**src/rtl/scan_cfg_bank.sv**
```systemverilog
// scan_cfg_bank: frame tracker and configuration register bank behind the
// scan sub-chain address/shift front end.
//
// Frame format: ADDR_W address-phase cycles, then a data phase. When the data
// phase ends, the front end's shift word is committed into the addressed
// configuration register if the data-phase length matches the expected length.
//
// Optional feature macro: SCAN_CFG_READBACK_EN
//   defined   - the addressed register is returned on the parallel readback port
//               and the data phase is one cycle longer (the readback load cycle).
//   undefined - readback outputs are tied to 0 and no readback mux is built.
module scan_cfg_bank #(
    parameter int NUM_CHAINS = 11,
    parameter int DATA_W     = 140,
    parameter int ADDR_W     = 12,
    parameter int CNT_W      = 9
) (
    input  logic                         scan_clk,
    input  logic                         reset,
    input  logic                         scan_en,
    input  logic [ADDR_W-1:0]            addr,
    input  logic [DATA_W-1:0]            scan_in_data,
    output logic [NUM_CHAINS*DATA_W-1:0] cfg_out,
    output logic [NUM_CHAINS-1:0]        cfg_update,
    output logic [DATA_W-1:0]            scan_out_mux_output,
    output logic                         take_scanout_data,
    output logic                         len_err,
    output logic                         addr_err
);

    localparam int ACNT_W = $clog2(ADDR_W + 1);

    typedef enum logic [1:0] {
        IDLE = 2'd0,
        ADDR = 2'd1,
        DATA = 2'd2
    } state_t;

    state_t                                state, state_nxt;
    logic   [ACNT_W-1:0]                   acnt;
    logic   [CNT_W-1:0]                    cnt;
    logic   [NUM_CHAINS-1:0]               sel_oh;
    logic                                  sel_bad;
    logic                                  rb;
    logic   [NUM_CHAINS-1:0][DATA_W-1:0]   cfg;

    logic                                  addr_in_range;
    logic   [NUM_CHAINS-1:0]               addr_dec;
    logic                                  addr_done;
    logic                                  eval;
    logic                                  commit;
    logic                                  set_len_err;
    logic                                  set_addr_err;
    logic   [CNT_W-1:0]                    exp_len;

    // Address decode, shared by the select latch and the readback mux.
    always_comb begin
        addr_in_range = (addr < ADDR_W'(NUM_CHAINS));
        addr_dec      = '0;
        for (int i = 0; i < NUM_CHAINS; i++) begin
            addr_dec[i] = (addr == ADDR_W'(i));
        end
    end

    // Frame state register.
    always_ff @(posedge scan_clk or posedge reset) begin
        if (reset) state <= IDLE;
        else       state <= state_nxt;
    end

    // Next-state: a dropped enable aborts the address phase or ends the data phase.
    always_comb begin
        state_nxt = state;
        case (state)
            IDLE:    if (scan_en) state_nxt = ADDR;
            ADDR: begin
                if (!scan_en)       state_nxt = IDLE;
                else if (addr_done) state_nxt = DATA;
            end
            DATA:    if (!scan_en) state_nxt = IDLE;
            default: state_nxt = IDLE;
        endcase
    end

    // Frame-end decisions; address error wins over length error.
    always_comb begin
        addr_done    = (acnt == ACNT_W'(ADDR_W));
        exp_len      = CNT_W'(DATA_W) + CNT_W'(rb);
        eval         = (state == DATA) && !scan_en;
        set_addr_err = eval && sel_bad;
        set_len_err  = eval && !sel_bad && (cnt != exp_len);
        commit       = eval && !sel_bad && (cnt == exp_len);
    end

    // Address-phase and data-phase counters plus the select/readback latch.
    always_ff @(posedge scan_clk or posedge reset) begin
        if (reset) begin
            acnt    <= '0;
            cnt     <= '0;
            sel_oh  <= '0;
            sel_bad <= 1'b0;
            rb      <= 1'b0;
        end else begin
            case (state)
                IDLE: if (scan_en) acnt <= ACNT_W'(1);
                ADDR: begin
                    if (scan_en) begin
                        if (addr_done) begin
                            sel_oh  <= addr_dec;
                            sel_bad <= !addr_in_range;
                            rb      <= take_scanout_data;
                            cnt     <= CNT_W'(1);
                        end else begin
                            acnt <= acnt + ACNT_W'(1);
                        end
                    end
                end
                DATA: if (scan_en && (cnt != '1)) cnt <= cnt + CNT_W'(1);
                default: ;
            endcase
        end
    end

    // Configuration words, update pulse and sticky error flags.
    always_ff @(posedge scan_clk or posedge reset) begin
        if (reset) begin
            cfg        <= '0;
            cfg_update <= '0;
            len_err    <= 1'b0;
            addr_err   <= 1'b0;
        end else begin
            cfg_update <= commit ? sel_oh : '0;
            for (int i = 0; i < NUM_CHAINS; i++) begin
                if (commit && sel_oh[i]) cfg[i] <= scan_in_data;
            end
            if (set_len_err)  len_err  <= 1'b1;
            if (set_addr_err) addr_err <= 1'b1;
        end
    end

    assign cfg_out = cfg;

`ifdef SCAN_CFG_READBACK_EN
    // Readback of the addressed chain straight from the registered words.
    always_comb begin
        scan_out_mux_output = '0;
        for (int i = 0; i < NUM_CHAINS; i++) begin
            if (addr_dec[i]) scan_out_mux_output = cfg[i];
        end
        take_scanout_data = addr_in_range;
    end
`else
    assign scan_out_mux_output = '0;
    assign take_scanout_data   = 1'b0;
`endif

endmodule

```
**config.mk**
```make
export PLATFORM = sky130hd
export DESIGN_NAME = scan_cfg_bank
export DESIGN_NICKNAME = d
export VERILOG_FILES = /design/src/rtl/scan_cfg_bank.sv
export SDC_FILE = /design/constraint.sdc
export NUM_CORES = 2
export LEC_CHECK = 0
export ABC_AREA = 1
export CORE_AREA = 3 3 711 713
export CTS_CLUSTER_DIAMETER = 80
export CTS_CLUSTER_SIZE = 24
export DETAILED_ROUTE_END_ITERATION = 16
export DIE_AREA = 0 0 714 716
export DONT_BUFFER_PORTS = 1
export GPL_TIMING_DRIVEN = 1
export PLACE_DENSITY = 0.3
export SETUP_SLACK_MARGIN = 0.02
export SLEW_MARGIN = 30
export SYNTH_ARGS = -nofsm -noshare
export SYNTH_HDL_FRONTEND = slang
export SYNTH_SLANG_ARGS = --single-unit
export TNS_END_PERCENT = 30
```
**constraint.sdc**
```tcl
create_clock -name scan_clk -period 91.5 [get_ports scan_clk]
set_input_delay 9.15 -clock scan_clk [delete_from_list [all_inputs] [get_ports scan_clk]]
set_output_delay 9.15 -clock scan_clk [all_outputs]
set_load 0.005 [all_outputs]
```
==> results.toml <==
[sta]
setup_violations = 0
fmax_ghz = 0.0797
slew_violations = 0
finalCriticalPeriod_ns = 12.55
finalSetupTns_ns = 0
fin_crit_sh = 0.137
hold_violations = 0
rsz0062_at_grt = "no"
worst_pin_slew_ns = 1.06
skew_ns = 0.0742
maxSlewHeadroom = 0.295

[cts]
cts-root-buf = "clkbuf_16"
numClockSinks = 1580
hold_buffers = 0
htreeDepth = 4
clkTransAtPathRegs_ns = 0.08
cts_resized = 0
cts_buffer_depth = 4
cts_tree = "done"
cts_buffers = 137
post_cts_buffers = 0
insertion_delay_ns = 0.87

[pwr]
p_switching_mw = 0.354
p_seq_frac = 0.504
intPower_mw = 1.03
p_leak_nw = 38.8
pwr_density_cell_mw_per_mm2 = 18.0
power_mw = 1.39
combPwrFrac = 0.014
vdd.ir_drop.worst_mv = 0.0132
clkPwrFrac = 0.482
switching_share = 0.255

[route]
ant_nets = 0
routed_wl_mm = 395
vias = 54580
drc_errors = 0
wl_per_cell_um = 29.0
drtIter0Drc = 4400
dr.pass1.iters = 6
viasPerCell = 4.01

[floorplanning]
rows = 260
die_h_um = 716
dieArea_sq_mm = 0.511
die_x_um = 714
core_sq_mm = 0.500
pin_count = 1849
start_util = 0.133

[synth]
syn_avg_cell_area_sq_um = 9.03
synth_area_leaders = "dfrtp_1 60%, nand2_1 18%, nand4_1 15%, buf_2 3.3%, clkbuf_1 2.2%"
syn_inst = 7350
yosysTopAreaCell = "dfrtp_1"
yosysUniqueCellTypes = 21
seq_area_frac_synth = 0.596
synth_seq_cells = 1580
synth_top_area_frac = 0.596
yosysWarnings = 0
syn_area_sq_mm = 0.0663

[min_path]
hold_depth = 2
hold_class = "reg2reg"
hold_path_end = "cfg_out[1295]"
min_from = "cfg_out[1295]"

[cells_and_area]
final_layout_size_suffix_gt1_frac = 0.0592
nFillCells = 56513
final_nets = 6960
multi_input_area_sq_mm = 0.0226
design_area_sq_mm = 0.0769
seqCellArea_sq_mm = 0.0396
area_delta_synth_final_pct = 15.9

[run_status]
status = "completed"

[worst_setup_path]
cp.required_ns = 92.35
ff2ff_path_depth = 12
reg2reg_from = "cnt[0]"
critPathMaxFanout = 88
worstSetupPathType = "in2async"
critPathLaunchType = "input port"
cp-end-kind = "async pin"
rrSetupSlack_ns = 84.86
r2r-end = "cfg_out[1180]"
cp.arrival_ns = 13.40

[placement]
dp_hpwl_mm = 270
finalWeightedCongestion = 0.807
place_area_sq_mm = 0.0718
port_buffers = 0

[global_routing]
grt.overflow.total = 0
grtUsageTotal = 0.146
grt_pass1_vias = 52972
antenna_found_initial = 30
grt_pass1_wl_mm = 523
grt_max_degree = 201

[job]
max_cap_viol_count = 0
==> flip-flops by register name, indices dropped and copies added, names as in the netlist <==
register / count
cfg_update: 11
cfg_out: 1540
cnt: 9
acnt: 4
sel_bad: 1
addr_err: 1
sel_oh: 11
state: 2
len_err: 1
==> how the worst max path moves through the flow <==
| stage | to | cells past startpoint | start |
|---|---|---|---|
| 3_5_place_dp | cfg_out[374] | 6 | reset |
| 4_1_cts | cfg_out[372] | 6 | reset |
| 5_1_grt | cfg_out[509] | 6 | reset |
| 2_1_floorplan | acnt[0] | 1 | reset |
| 6_report | cfg_out[509] | 6 | reset |
| 3_3_place_gp | cfg_out[960] | 6 | reset |
==> critical path: stages <==
cell and delay (ns):
inv_8 0.40, buf_4 0.70, buf_4 0.59, buf_4 0.68, buf_4 0.77, buf_4 0.73
==> placed cells by master, fill, tap and decap left out, drive strengths merged, types with 26 or more instances in the layout <==
cell type / count
buf: 139
clkbuf: 148
clkinv: 28
conb: 141
dfrtp: 1580
diode: 31
inv: 79
nand2: 3135
nand3: 29
nand4: 1545
nor2: 26
==> power by group through the flow <==
stage / combinational, mW / sequential, mW / clock (mW)
floorplan: 0.0247 / 0.714 / 0
global placement: 0.0201 / 0.712 / 0
detailed placement: 0.0208 / 0.713 / 0
CTS: 0.0208 / 0.699 / 0.696
global route: 0.0234 / 0.699 / 0.718
finish: 0.0198 / 0.699 / 0.668
==> cell families after synthesis <==
logic type / share of synthesized area
xor gates and xnor gates: 0.000396
buffers and inverters: 0.0732
and+or+nand+nor: 0.328
adders and majority gates: 0.000943
AOI/OAI and AO/OA: 0.00153
other: 0.0000565
DFF: 0.596
==> cell type report <==
cell class,instances,area share
Tap cell,6681,0.109
Inverter,36,0.00186
Multi-Input combinational cell,4906,0.294
Timing Repair Buffer,139,0.0169
Antenna cell,31,0.00101
Clock buffer,148,0.0462
Clock inverter,96,0.0170
Sequential cell,1580,0.515
==> stage by stage <==
step / std cells / utilization / worst slack [ns] / hold slack, ns
final: 13617 / 0.154 / 78.95 / 0.507
after floorplan: 7490 / - / 37.77 / 0.457
after global placement: 13333 / 0.143 / 77.89 / 0.489
after CTS: 13580 / 0.153 / 78.84 / 0.513
after global routing: 13610 / 0.154 / 78.37 / 0.525
after detailed placement: 13336 / 0.143 / 77.87 / 0.491
==> cell usage after synthesis <==
cell type and n:
inv_1 34, clkbuf_1 387, nor2_1 25, conb_1 1, dfrtp_1 1580, nand3_2 11, ha_1 5, or2_2 2
a21oi_1 3, nand3_1 18, nor3_4 1, inv_2 2, a31o_2 1, buf_2 438, o21a_1 1, buf_4 143
nor2_2 1, nand2_1 3135, nand4_1 1545, o21ai_0 14, xor2_1 3
==> layer usage <==
| layer | part of all wire | GRT usage | vias up | wire, um |
|---|---|---|---|---|
| met1 | 0.37 | 0.162 | 28374 | 145000 |
| li1 | - | - | 23392 | - |
| met3 | 0.097 | 0.0560 | 519 | 38400 |
| met4 | 0.046 | 0.0599 | 2 | 18200 |
| met5 | 0.000033 | 0 | - | 13 |
| met2 | 0.49 | 0.251 | 2293 | 193000 |
Power figures use the tool's default switching activity.
